==> src/rtl/aes_job_scheduler.sv <==
`default_nettype none
// ============================================================================
// Module  : aes_job_scheduler
// Brief   : Arbitrates the shared AES datapath between the encrypt and decrypt
//           requesters, sequences key expansion / round-key load / core run,
//           and reports completion or timeout back to the owner.
// Rev     : 1.0  initial release
// ============================================================================
module aes_job_scheduler #(
  parameter int NK      = 4,
  parameter int NB      = 4,
  parameter int NR      = 10,
  parameter int TIMEOUT = 64
) (
  input  logic i_clk,
  input  logic i_rst_n,
  input  logic i_req_enc,
  input  logic i_req_dec,
  input  logic i_key_new,
  input  logic i_ke_done,
  input  logic i_core_done_enc,
  input  logic i_core_done_dec,
  output logic o_grant_enc,
  output logic o_grant_dec,
  output logic o_ke_start,
  output logic o_w_load,
  output logic o_core_start_enc,
  output logic o_core_start_dec,
  output logic o_done_enc,
  output logic o_done_dec,
  output logic o_busy,
  output logic o_err_timeout
);

  // The counter only has to hold values up to TIMEOUT-2: the abort fires on
  // the edge that would take it to TIMEOUT-1.
  localparam int c_cnt_w = (TIMEOUT > 2) ? $clog2(TIMEOUT) : 1;
  localparam logic [c_cnt_w-1:0] c_tmo_last = c_cnt_w'(TIMEOUT - 2);

  // Reject configurations the controller cannot honour at elaboration time.
  generate
    if (TIMEOUT < 2 || NK < 1 || NB < 1 || NR < 1) begin : g_bad_params
      $error("aes_job_scheduler: illegal parameter set");
    end
  endgenerate

  typedef enum logic [1:0] {
    ST_IDLE = 2'd0,
    ST_KEXP = 2'd1,
    ST_LOAD = 2'd2,
    ST_RUN  = 2'd3
  } state_t;

  state_t               r_state, w_state_nxt;
  logic                 r_grant_enc, w_grant_enc_nxt;
  logic                 r_grant_dec, w_grant_dec_nxt;
  logic                 r_ke_start, w_ke_start_nxt;
  logic                 r_w_load, w_w_load_nxt;
  logic                 r_cs_enc, w_cs_enc_nxt;
  logic                 r_cs_dec, w_cs_dec_nxt;
  logic                 r_done_enc, w_done_enc_nxt;
  logic                 r_done_dec, w_done_dec_nxt;
  logic                 r_busy, w_busy_nxt;
  logic                 r_err, w_err_nxt;
  logic                 r_key_valid, w_key_valid_nxt;
  logic                 r_key_stale, w_key_stale_nxt;
  logic                 r_last_enc, w_last_enc_nxt;   // 0 => last grant was dec
  logic [c_cnt_w-1:0]   r_cnt, w_cnt_nxt;

  logic w_tmo;
  logic w_pick_enc;
  logic w_core_done;

  assign w_tmo       = (r_cnt == c_tmo_last);
  // Enc wins when alone, or on a tie when dec was served last.
  assign w_pick_enc  = i_req_enc & (~i_req_dec | ~r_last_enc);
  // Only the owning core's completion counts; the other one is ignored.
  assign w_core_done = r_grant_enc ? i_core_done_enc : i_core_done_dec;

  // Next-state and registered-output decode for the job sequencer.
  always_comb begin
    w_state_nxt     = r_state;
    w_grant_enc_nxt = r_grant_enc;
    w_grant_dec_nxt = r_grant_dec;
    w_ke_start_nxt  = 1'b0;
    w_w_load_nxt    = 1'b0;
    w_cs_enc_nxt    = 1'b0;
    w_cs_dec_nxt    = 1'b0;
    w_done_enc_nxt  = 1'b0;
    w_done_dec_nxt  = 1'b0;
    w_err_nxt       = r_err;
    w_key_valid_nxt = r_key_valid;
    w_key_stale_nxt = r_key_stale;
    w_last_enc_nxt  = r_last_enc;
    w_cnt_nxt       = r_cnt;

    case (r_state)
      ST_IDLE: begin
        if (i_key_new) w_key_valid_nxt = 1'b0;
        if (i_req_enc | i_req_dec) begin
          w_grant_enc_nxt = w_pick_enc;
          w_grant_dec_nxt = ~w_pick_enc;
          w_last_enc_nxt  = w_pick_enc;
          w_err_nxt       = 1'b0;
          w_cnt_nxt       = '0;
          // A key change arriving with the request forces re-expansion.
          if (r_key_valid & ~i_key_new) begin
            w_state_nxt  = ST_RUN;
            w_cs_enc_nxt = w_pick_enc;
            w_cs_dec_nxt = ~w_pick_enc;
          end else begin
            w_state_nxt    = ST_KEXP;
            w_ke_start_nxt = 1'b1;
          end
        end
      end

      ST_KEXP: begin
        if (i_key_new) w_key_stale_nxt = 1'b1;
        if (i_ke_done) begin
          w_state_nxt  = ST_LOAD;
          w_w_load_nxt = 1'b1;
        end else if (w_tmo) begin
          w_state_nxt     = ST_IDLE;
          w_grant_enc_nxt = 1'b0;
          w_grant_dec_nxt = 1'b0;
          w_key_valid_nxt = 1'b0;
          w_key_stale_nxt = 1'b0;
          w_err_nxt       = 1'b1;
        end else begin
          w_cnt_nxt = r_cnt + c_cnt_w'(1);
        end
      end

      ST_LOAD: begin
        // Keys become valid now; a key_new seen during the job still
        // invalidates them once the job returns to idle.
        if (i_key_new) w_key_stale_nxt = 1'b1;
        w_key_valid_nxt = 1'b1;
        w_state_nxt     = ST_RUN;
        w_cnt_nxt       = '0;
        w_cs_enc_nxt    = r_grant_enc;
        w_cs_dec_nxt    = r_grant_dec;
      end

      ST_RUN: begin
        if (i_key_new) w_key_stale_nxt = 1'b1;
        if (w_core_done) begin
          w_state_nxt     = ST_IDLE;
          w_done_enc_nxt  = r_grant_enc;
          w_done_dec_nxt  = r_grant_dec;
          w_grant_enc_nxt = 1'b0;
          w_grant_dec_nxt = 1'b0;
          if (r_key_stale | i_key_new) w_key_valid_nxt = 1'b0;
          w_key_stale_nxt = 1'b0;
        end else if (w_tmo) begin
          w_state_nxt     = ST_IDLE;
          w_grant_enc_nxt = 1'b0;
          w_grant_dec_nxt = 1'b0;
          w_key_valid_nxt = 1'b0;
          w_key_stale_nxt = 1'b0;
          w_err_nxt       = 1'b1;
        end else begin
          w_cnt_nxt = r_cnt + c_cnt_w'(1);
        end
      end

      default: w_state_nxt = ST_IDLE;
    endcase

    w_busy_nxt = (w_state_nxt != ST_IDLE);
  end

  // State and output registers; reset returns everything to idle at once.
  always_ff @(posedge i_clk or negedge i_rst_n) begin
    if (!i_rst_n) begin
      r_state     <= ST_IDLE;
      r_grant_enc <= 1'b0;
      r_grant_dec <= 1'b0;
      r_ke_start  <= 1'b0;
      r_w_load    <= 1'b0;
      r_cs_enc    <= 1'b0;
      r_cs_dec    <= 1'b0;
      r_done_enc  <= 1'b0;
      r_done_dec  <= 1'b0;
      r_busy      <= 1'b0;
      r_err       <= 1'b0;
      r_key_valid <= 1'b0;
      r_key_stale <= 1'b0;
      r_last_enc  <= 1'b0;
      r_cnt       <= '0;
    end else begin
      r_state     <= w_state_nxt;
      r_grant_enc <= w_grant_enc_nxt;
      r_grant_dec <= w_grant_dec_nxt;
      r_ke_start  <= w_ke_start_nxt;
      r_w_load    <= w_w_load_nxt;
      r_cs_enc    <= w_cs_enc_nxt;
      r_cs_dec    <= w_cs_dec_nxt;
      r_done_enc  <= w_done_enc_nxt;
      r_done_dec  <= w_done_dec_nxt;
      r_busy      <= w_busy_nxt;
      r_err       <= w_err_nxt;
      r_key_valid <= w_key_valid_nxt;
      r_key_stale <= w_key_stale_nxt;
      r_last_enc  <= w_last_enc_nxt;
      r_cnt       <= w_cnt_nxt;
    end
  end

  assign o_grant_enc      = r_grant_enc;
  assign o_grant_dec      = r_grant_dec;
  assign o_ke_start       = r_ke_start;
  assign o_w_load         = r_w_load;
  assign o_core_start_enc = r_cs_enc;
  assign o_core_start_dec = r_cs_dec;
  assign o_done_enc       = r_done_enc;
  assign o_done_dec       = r_done_dec;
  assign o_busy           = r_busy;
  assign o_err_timeout    = r_err;

endmodule
`default_nettype wire

==> config.mk <==
export PLATFORM = sky130hd
export DESIGN_NAME = aes_job_scheduler
export DESIGN_NICKNAME = d
export VERILOG_FILES = /design/src/rtl/aes_job_scheduler.sv
export SDC_FILE = /design/constraint.sdc
export NUM_CORES = 1
export LEC_CHECK = 0
export CAP_MARGIN = 30
export CORE_UTILIZATION = 40
export DETAILED_ROUTE_END_ITERATION = 16
export PLACE_DENSITY = 0.63
export SYNTH_ARGS = -nofsm -noshare
export SYNTH_HDL_FRONTEND = slang
export SYNTH_SLANG_ARGS = --single-unit
==> constraint.sdc <==
create_clock -name i_clk -period 3.1 [get_ports i_clk]
set_clock_uncertainty 0.15 [all_clocks]
set_input_delay 0.465 -clock i_clk [delete_from_list [all_inputs] [get_ports i_clk]]
set_output_delay 0.465 -clock i_clk [all_outputs]
set_load 0.01 [all_outputs]
**Word level (Yosys, flattened, before mapping)**

Cells that the tools add are included.

- Bitwise logic cells: 9
- Reduce and logical (&&, ||, !) cells: 9
- $add $sub $neg: 1
- Equal/unequal tests: 9
- Muxes and demuxes: 53

Operator list:

| cell | count |
|---|---|
| $mux 1 | 35 |
| $mux 6 | 4 |
| $pmux 6 s4 | 1 |
| $pmux 1 s3 | 4 |
| $mux 2 | 5 |
| $reduce_and 3->1 | 3 |
| $ne 2x2->1 const B | 4 |
| $pmux 2 s4 | 1 |
| $add 6x1->6 const B | 1 |
| $eq 6x6->1 const B | 1 |
| $reduce_bool 3->1 | 2 |
| $eq 2x2->1 const B | 2 |
| $not 1->1 | 4 |
| $pmux 1 s2 | 2 |
| $pmux 1 s4 | 1 |
| $reduce_and 4->1 | 1 |
| $ne 3x3->1 const B | 1 |
| $or 1x1->1 | 3 |
| $and 1x1->1 | 2 |
| $eq 2x1->1 const B | 1 |
| $logic_not 2->1 | 1 |
| $reduce_and 2->1 | 1 |
| $reduce_bool 2->1 | 1 |

- Output and inout port bits: 10
- Word-level logic and storage cells: 96
- Register bits: 21

**Longest topological paths before layout**

Gate-level depths: netlist (run 1).

- Depth in word-level cells: 7
- Mapped depth: 7
- Gate-level depth less buffers: 6

**Worst setup path after synthesis (run 1)**

OpenSTA, ideal clock, no wires.

- Path type: register to register
- From: reg r_cnt[0]
- To: reg r_cnt[4]
- Cell stages (with the launch flop): 8
- Period minus slack after synthesis: 1.742 ns
- Arrival time: 1.514 ns
- Path buffers: 1
- Data required time: 2.872 ns
- Library setup time: 0.078 ns
- Path slack: 1.358 ns
- Cell sequence: dfrtp_1 > inv_1 > ha_1 > and3_1 > o2bb2ai_2 > buf_6 > or3_1 > a21oi_1

- Longest elaborated chain between the ends: 4
- Elaborated cells between the ends (all ways): 6
- Classes of those cells: add/sub (1); eq/ne (1); mux (4)

RTL lines:

| item | line | text |
|---|---|---|
| start, declared | 68 | `logic [c_cnt_w-1:0] r_cnt, w_cnt_nxt;` |
| start signal, assigned | 207 | `r_cnt <= w_cnt_nxt;` |
| $add 6x1->6 or $eq 6x6->1 (tied branches) | 131, 164, 74 |  |
| $mux 6 (*) | 123, 156 |  |
| $mux 6, on equally long branches | 148, 120 |  |
| $pmux 6 s4 (*) | 97 | `case (r_state)` |

Every way passes the cells marked *; elsewhere a longest branch is shown, timed or not. The select of a mux whose other input is x is not followed.
A chain may end at the register's enable or synchronous reset.

**Worst setup path after layout (run 1)**

- From: in i_req_enc
- To: reg r_cnt[1]

- Longest elaborated chain between the ends: 3

RTL lines:

| item | line | text |
|---|---|---|
| start, declared | 17 | `input logic i_req_enc,` |
| $or 1x1->1 | 100 | `if (i_req_enc \| i_req_dec) begin` |
| $ne 2x2->1 (no line) | - |  |
| $reduce_and 3->1 (no line) | - |  |

No other way between the ends.

==> results of run 1 <==
where the power goes:
part           switching, W  total (W)  internal (W)
registers          0.000103   0.000458      0.000354
logic              0.000211   0.000405      0.000193
clock network     0.0000866   0.000135     0.0000481
worst max path at each step:
stage	endpoint	start
floorplan	r_cnt[4]$_DFFE_PN0P_	r_cnt[0]$_DFFE_PN0P_
global placement	o_err_timeout$_DFFE_PN0P_	i_req_enc
detailed placement	r_cnt[1]$_DFFE_PN0P_	i_req_enc
CTS	o_grant_enc	o_grant_enc$_DFFE_PN0P_
global route	o_grant_dec$_DFFE_PN0P_	r_state[0]$_DFF_PN0_
finish	r_cnt[1]$_DFFE_PN0P_	i_req_enc
final cells by class:
class | count | area, um^2
flip-flops and latches | 21 | 526
inverters | 4 | 15.0
fillers | 245 | 1240
repair buffers | 17 | 170
multi-input cells | 83 | 529
clock buffers | 3 | 22.5
well taps | 30 | 37.5
clock inverters | 1 | 5.00
critical path, cell delays in order:
cell	delay, ns
clkdlybuf4s50_1	0.50
or4_1	0.72
o211ai_2	0.14
o31ai_1	0.09
a22o_1	0.17
synth_stat cells, types with 3 or more instances:
| cell | number | share of area |
|---|---|---|
| or4_1 | 3 | 0.020 |
| o21ai_0 | 6 | 0.027 |
| o211ai_1 | 3 | 0.020 |
| or3_1 | 3 | 0.017 |
| buf_2 | 3 | 0.014 |
| and3_1 | 3 | 0.017 |
| nand3_1 | 5 | 0.023 |
| a21oi_1 | 12 | 0.055 |
| and2_1 | 3 | 0.017 |
| o31ai_1 | 3 | 0.020 |
| dfrtp_1 | 21 | 0.48 |
| nor2_1 | 5 | 0.017 |
| nand2_1 | 10 | 0.034 |
| inv_1 | 4 | 0.014 |
cells by family after synthesis:
| group | after synthesis |
|---|---|
| AO/OA/AOI/OAI | 37 |
| AND/OR/NAND/NOR | 43 |
| multiplexers | 1 |
| flip-flops | 21 |
| buffers and inverters | 9 |
| adder cells (fa/ha/maj) | 2 |
per-layer routing:
layer  routed length [um]  part of all wire  vias to the layer above
met5                    0                 0                        -
met4                   15            0.0063                        0
met3                  124             0.052                        2
met2                 1090              0.46                       30
met1                 1140              0.48                      438
li1                     -                 -                      447
through the flow:
stage | total power [W] | instances | area [um^2]
floorplan | 0.000723 | 113 | 1100
global placement | 0.000857 | 155 | 1280
detailed placement | 0.000864 | 155 | 1280
CTS | 0.00100 | 159 | 1310
global route | 0.00108 | 159 | 1310
finish | 0.000997 | 159 | 1310
==> impl_metrics.py, run 1 <==
metrics = {
    "finish": {
        "largest-register": "r_cnt",
        "nNetsFinal": 140,
        "final_cell_mix": "21 x dfrtp_1, 17 x clkdlybuf4s50_1, 12 x a21oi_1, 10 x nand2_1, 6 x o21ai_0",
        "largest_register_ff_count": 6,
        "fin_util": 0.513,
        "area_delta_synth_final_pct": 18.7,
        "diodes": 0,
        "top_regs": "r_cnt: 6 flops, r_state: 2 flops",
        "drive_gt1_frac": 0.0775,
        "final_common_cell": "dfrtp_1",
    },
    "clock_tree": {
        "cts_hold_buf": 0,
        "postCtsSetupBuffers": 0,
        "cts_buffers": 3,
        "cts_buffer_depth": 2,
        "clkLatencyLatePin_ns": 0.31,
        "cts_tree": "yes",
        "htreeDepth": 1,
        "cts_root_buf": "clkbuf_4",
        "cts_sinks": 21,
        "cts_resized": 0,
        "clk_pin_slew_worst_paths_ns": 0.12,
    },
    "synth": {
        "synth_compound_area_frac": 0.224,
        "synth_fp_nets": 123,
        "syn_inst": 113,
        "synth_top_family_by_area": "compound AO/OA/AOI/OAI gates",
        "synthSimpleGateAreaFrac": 0.214,
        "yosys_warnings": 0,
        "syn-cell-area_um2": 1100,
        "ys_seq_area_frac": 0.478,
        "avgSynthCellArea_um2": 9.73,
        "async_flop_share": 1.00,
        "ys.flop_type": "dfrtp_1",
        "synth.distinct_cells": 37,
        "synthXorXnorAreaFrac": 0,
        "ys_seq_elements": 21,
        "synth-adder-area-share": 0.0228,
        "synth_edf_count": 0,
        "synthMuxAreaShare": 0.0205,
    },
    "min_path": {
        "min_to": "r_last_enc$_DFFE_PN0P_",
        "min_path_cells": 1,
        "hp-class": "reg -> reg",
        "min_from": "r_last_enc$_DFFE_PN0P_",
    },
    "place": {
        "gp_congestion": 0.885,
        "dp_slack_ns": 0.732,
        "portBuffers": 17,
        "dp.final_hpwl_um": 1660,
    },
    "timing": {
        "rsz0062_at_grt": "false",
        "slew_viol_final": 0,
        "tightest_slew_ns": 0.930,
        "hold_viol": 0,
        "slew_headroom": 0.378,
        "period_minus_slack_ns": 2.03,
        "fin_hold_ws_ns": 0.365,
        "finalSetupViolCount": 0,
        "timing.final.ws_setup_ns": 1.07,
        "period_share": 0.655,
        "max_freq_mhz": 492,
        "setup_tns_ns": 0,
    },
    "critical_path": {
        "setup.worst_path.start_class": "input pin",
        "required_ns": 3.16,
        "r2r-end": "r_cnt[4]$_DFFE_PN0P_",
        "cp_max_fo": 8,
        "worst-endpoint-arrival_ns": 2.09,
        "reg2reg_slack_ns": 1.10,
        "reg2regPathDepth": 4,
        "crit-reg2reg-launch": "r_state[0]$_DFF_PN0_",
        "crit_type": "in -> reg",
        "critPathCaptureType": "register",
    },
    "global_route": {
        "antenna_found_initial": 0,
        "use_met3": 0.0333,
        "track_usage": 0.193,
        "grt_max_degree": 22,
        "grt_pass1_wl_um": 3990,
        "grt-ovfl-total": 0,
        "global_route.usage.met1": 0.273,
        "met2_usage": 0.295,
        "grt_pass1_vias": 857,
        "top_usage_layer": "met2",
    },
    "flow_run": {
        "maxCapViolations": 0,
    },
    "routing": {
        "drc": 0,
        "wl_per_cell_um": 14.9,
        "via_count": 917,
        "wl_um": 2370,
        "drt-vias-per-instance": 5.77,
        "antenna_left": 0,
        "first_pass_iters": 4,
        "drt_iter0_drc": 29,
    },
    "pwr": {
        "irDropWorstVdd_mv": 0.434,
        "powerDensity_nw_per_um2": 764,
        "leakage_nw": 0.559,
    },
    "die": {
        "dieArea_um2": 2960,
        "io_pins": 18,
        "start_util": 0.432,
        "rows": 18,
        "die_x_um": 54.4,
        "core_um2": 2540,
        "die_y_um": 54.4,
    },
    "outcome": {
        "status": "completed",
    },
}
Power figures use the tool's default switching activity.
==> run 2, diff against run 1 <==
- PLACE_DENSITY: 0.63 -> 0.65
- clock period: 3.1 -> 1.7 ns (I/O delays scaled with it)
==> run 2 against run 1 <==
Against the previous run: clock power rose by 77%; die area unchanged; the flow now finishes with violations (negative setup slack); first-iteration DRC count fell by 34%; critical path type is now reg -> reg; highest routed layer unchanged.
==> impl_metrics.py, run 2 (synthesized netlist as in run 1, its figures left out) <==
metrics = {
    "die": {
        "die_y_um": 54.4,
        "start_util": 0.432,
        "die_x_um": 54.4,
        "core_um2": 2540,
        "rows": 18,
        "io_pins": 18,
        "dieArea_um2": 2960,
    },
    "clock_tree": {
        "cts_sinks": 21,
        "clkLatencyLatePin_ns": 0.30,
        "cts_root_buf": "clkbuf_4",
        "clk_pin_slew_worst_paths_ns": 0.11,
        "cts_tree": "yes",
        "cts_hold_buf": 0,
        "cts_buffers": 3,
        "cts_buffer_depth": 2,
        "htreeDepth": 1,
    },
    "critical_path": {
        "worst-endpoint-arrival_ns": 1.81,
        "crit_type": "reg -> reg",
        "critPathCaptureType": "register",
        "cp_max_fo": 8,
        "required_ns": 1.80,
        "setup.worst_path.start_class": "register",
    },
    "place": {
        "dp_slack_ns": -0.356,
        "dp.final_hpwl_um": 1990,
        "dpl.cell_count": 179,
        "gp_congestion": 0.869,
        "portBuffers": 17,
    },
    "finish": {
        "largest-register": "r_cnt",
        "area_delta_synth_final_pct": 43.2,
        "final_common_cell": "buf_4",
        "stdcell_count": 185,
        "fin_util": 0.619,
        "diodes": 0,
        "top_regs": "r_cnt: 6 flops, r_state: 2 flops",
        "drive_gt1_frac": 0.323,
        "largest_register_ff_count": 6,
        "nNetsFinal": 166,
        "final_cell_mix": "25 x buf_4, 19 x dfrtp_1, 16 x clkdlybuf4s50_1, 11 x a21oi_1, 7 x nand2_1",
    },
    "timing": {
        "tightest_slew_ns": 0.256,
        "slew_headroom": 0.826,
        "period_minus_slack_ns": 1.71,
        "rsz0062_at_grt": "true",
        "period_share": 1.01,
        "finalSetupViolCount": 1,
        "slew_viol_final": 0,
        "hold_viol": 0,
        "max_freq_mhz": 585,
        "fin_hold_ws_ns": 0.126,
        "timing.final.ws_setup_ns": -0.00970,
    },
    "global_route": {
        "grt_pass1_wl_um": 4200,
        "grt_max_degree": 22,
        "antenna_found_initial": 0,
        "track_usage": 0.204,
        "grt-ovfl-total": 0,
        "grt_pass1_vias": 937,
    },
    "flow_run": {
        "maxCapViolations": 0,
    },
    "routing": {
        "via_count": 1037,
        "antenna_left": 0,
        "drt-vias-per-instance": 5.61,
        "first_pass_iters": 4,
        "drc": 0,
        "drt_iter0_drc": 19,
        "wl_per_cell_um": 14.4,
        "wl_um": 2670,
    },
    "pwr": {
        "leakage_nw": 0.704,
        "powerDensity_nw_per_um2": 1400,
        "irDropWorstVdd_mv": 0.772,
    },
    "outcome": {
        "status": "finished with violations",
        "violations": "negative setup slack",
    },
    "min_path": {
        "hp-class": "in -> async",
    },
}
-- run 2: cell count changes in the layout (fill, tap and decap cells not counted), moves of 2 or more --
cell,before,now
nand2_2,0,3
buf_4,0,25
or4_4,0,2
or4_1,3,1
nand2_1,10,7
dfrtp_2,0,2
dfrtp_1,21,19
and2_1,3,1
and2_4,0,2
-- run 2: report_power, final --
| part | switching (W) | total (W) | internal (W) |
|---|---|---|---|
| clock | 0.000148 | 0.000239 | 0.0000915 |
| sequential | 0.0000966 | 0.000748 | 0.000651 |
| combinational | 0.000584 | 0.00122 | 0.000635 |
-- run 2: path summary, 6_finish.rpt --
check	cells after the start	start	endpoint	slack, ns
worst min register to register	1	r_last_enc$_DFFE_PN0P_	r_last_enc$_DFFE_PN0P_	0.37
worst min-delay path	2	i_rst_n	o_w_load$_DFF_PN0_	0.13
worst max register to register	5	r_state[0]$_DFF_PN0_	r_cnt[2]$_DFFE_PN0P_	-0.01
max in group asynchronous	2	i_rst_n	r_state[0]$_DFF_PN0_	1.05
worst max-delay path	5	r_state[0]$_DFF_PN0_	r_cnt[2]$_DFFE_PN0P_	-0.01
min in group i_clk	1	r_last_enc$_DFFE_PN0P_	r_last_enc$_DFFE_PN0P_	0.37
-- run 2: final cells by class --
cell class / count / area (um^2)
fill: 219 / 970
multi-input combinational: 83 / 601
sequential: 21 / 528
timing repair buffer: 43 / 368
tap: 30 / 37.5
clock buffer: 4 / 26.3
inverter: 4 / 15.0
-- run 2: per-stage QoR --
| step | TNS, ns | power [W] | cell area, um^2 |
|---|---|---|---|
| floorplan | 0 | 0.00133 | 1110 |
| global placement | -3.19 | 0.00182 | 1470 |
| detailed placement | -3.45 | 0.00185 | 1470 |
| CTS | -0.0294 | 0.00216 | 1540 |
| global route | -0.134 | 0.00236 | 1580 |
| finish | -0.00970 | 0.00221 | 1580 |
-- run 2: per-layer routing --
| metal | track usage | wire [um] | up-vias |
|---|---|---|---|
| met2 | 0.360 | 1320 | 27 |
| met3 | 0.0333 | 100 | 7 |
| met5 | 0 | 0 | - |
| met4 | 0.0769 | 43 | 0 |
| li1 | - | - | 502 |
| met1 | 0.245 | 1210 | 501 |
-- run 2: worst max-delay path, stage by stage (launching register included) --
cell and delay (ns):
dfrtp_2 0.46, buf_6 0.14, and3_4 0.18, o2bb2ai_4 0.14
or4_4 0.52, nand2_2 0.07
-- run 2: repair_timing --
item / in CTS / in global routing
gates resized for setup: 7 / 12
setup endpoints to repair: 8 / 11
pin swaps: 4 / 3
endpoints found under the hold margin: 0 / 0
setup buffers: 2 / 0
==> run 3, diff against run 2 <==
- SLEW_MARGIN: not set -> 40
==> results of run 3 <==
The final DEF is identical to that of run 2; final timing and power are the same.
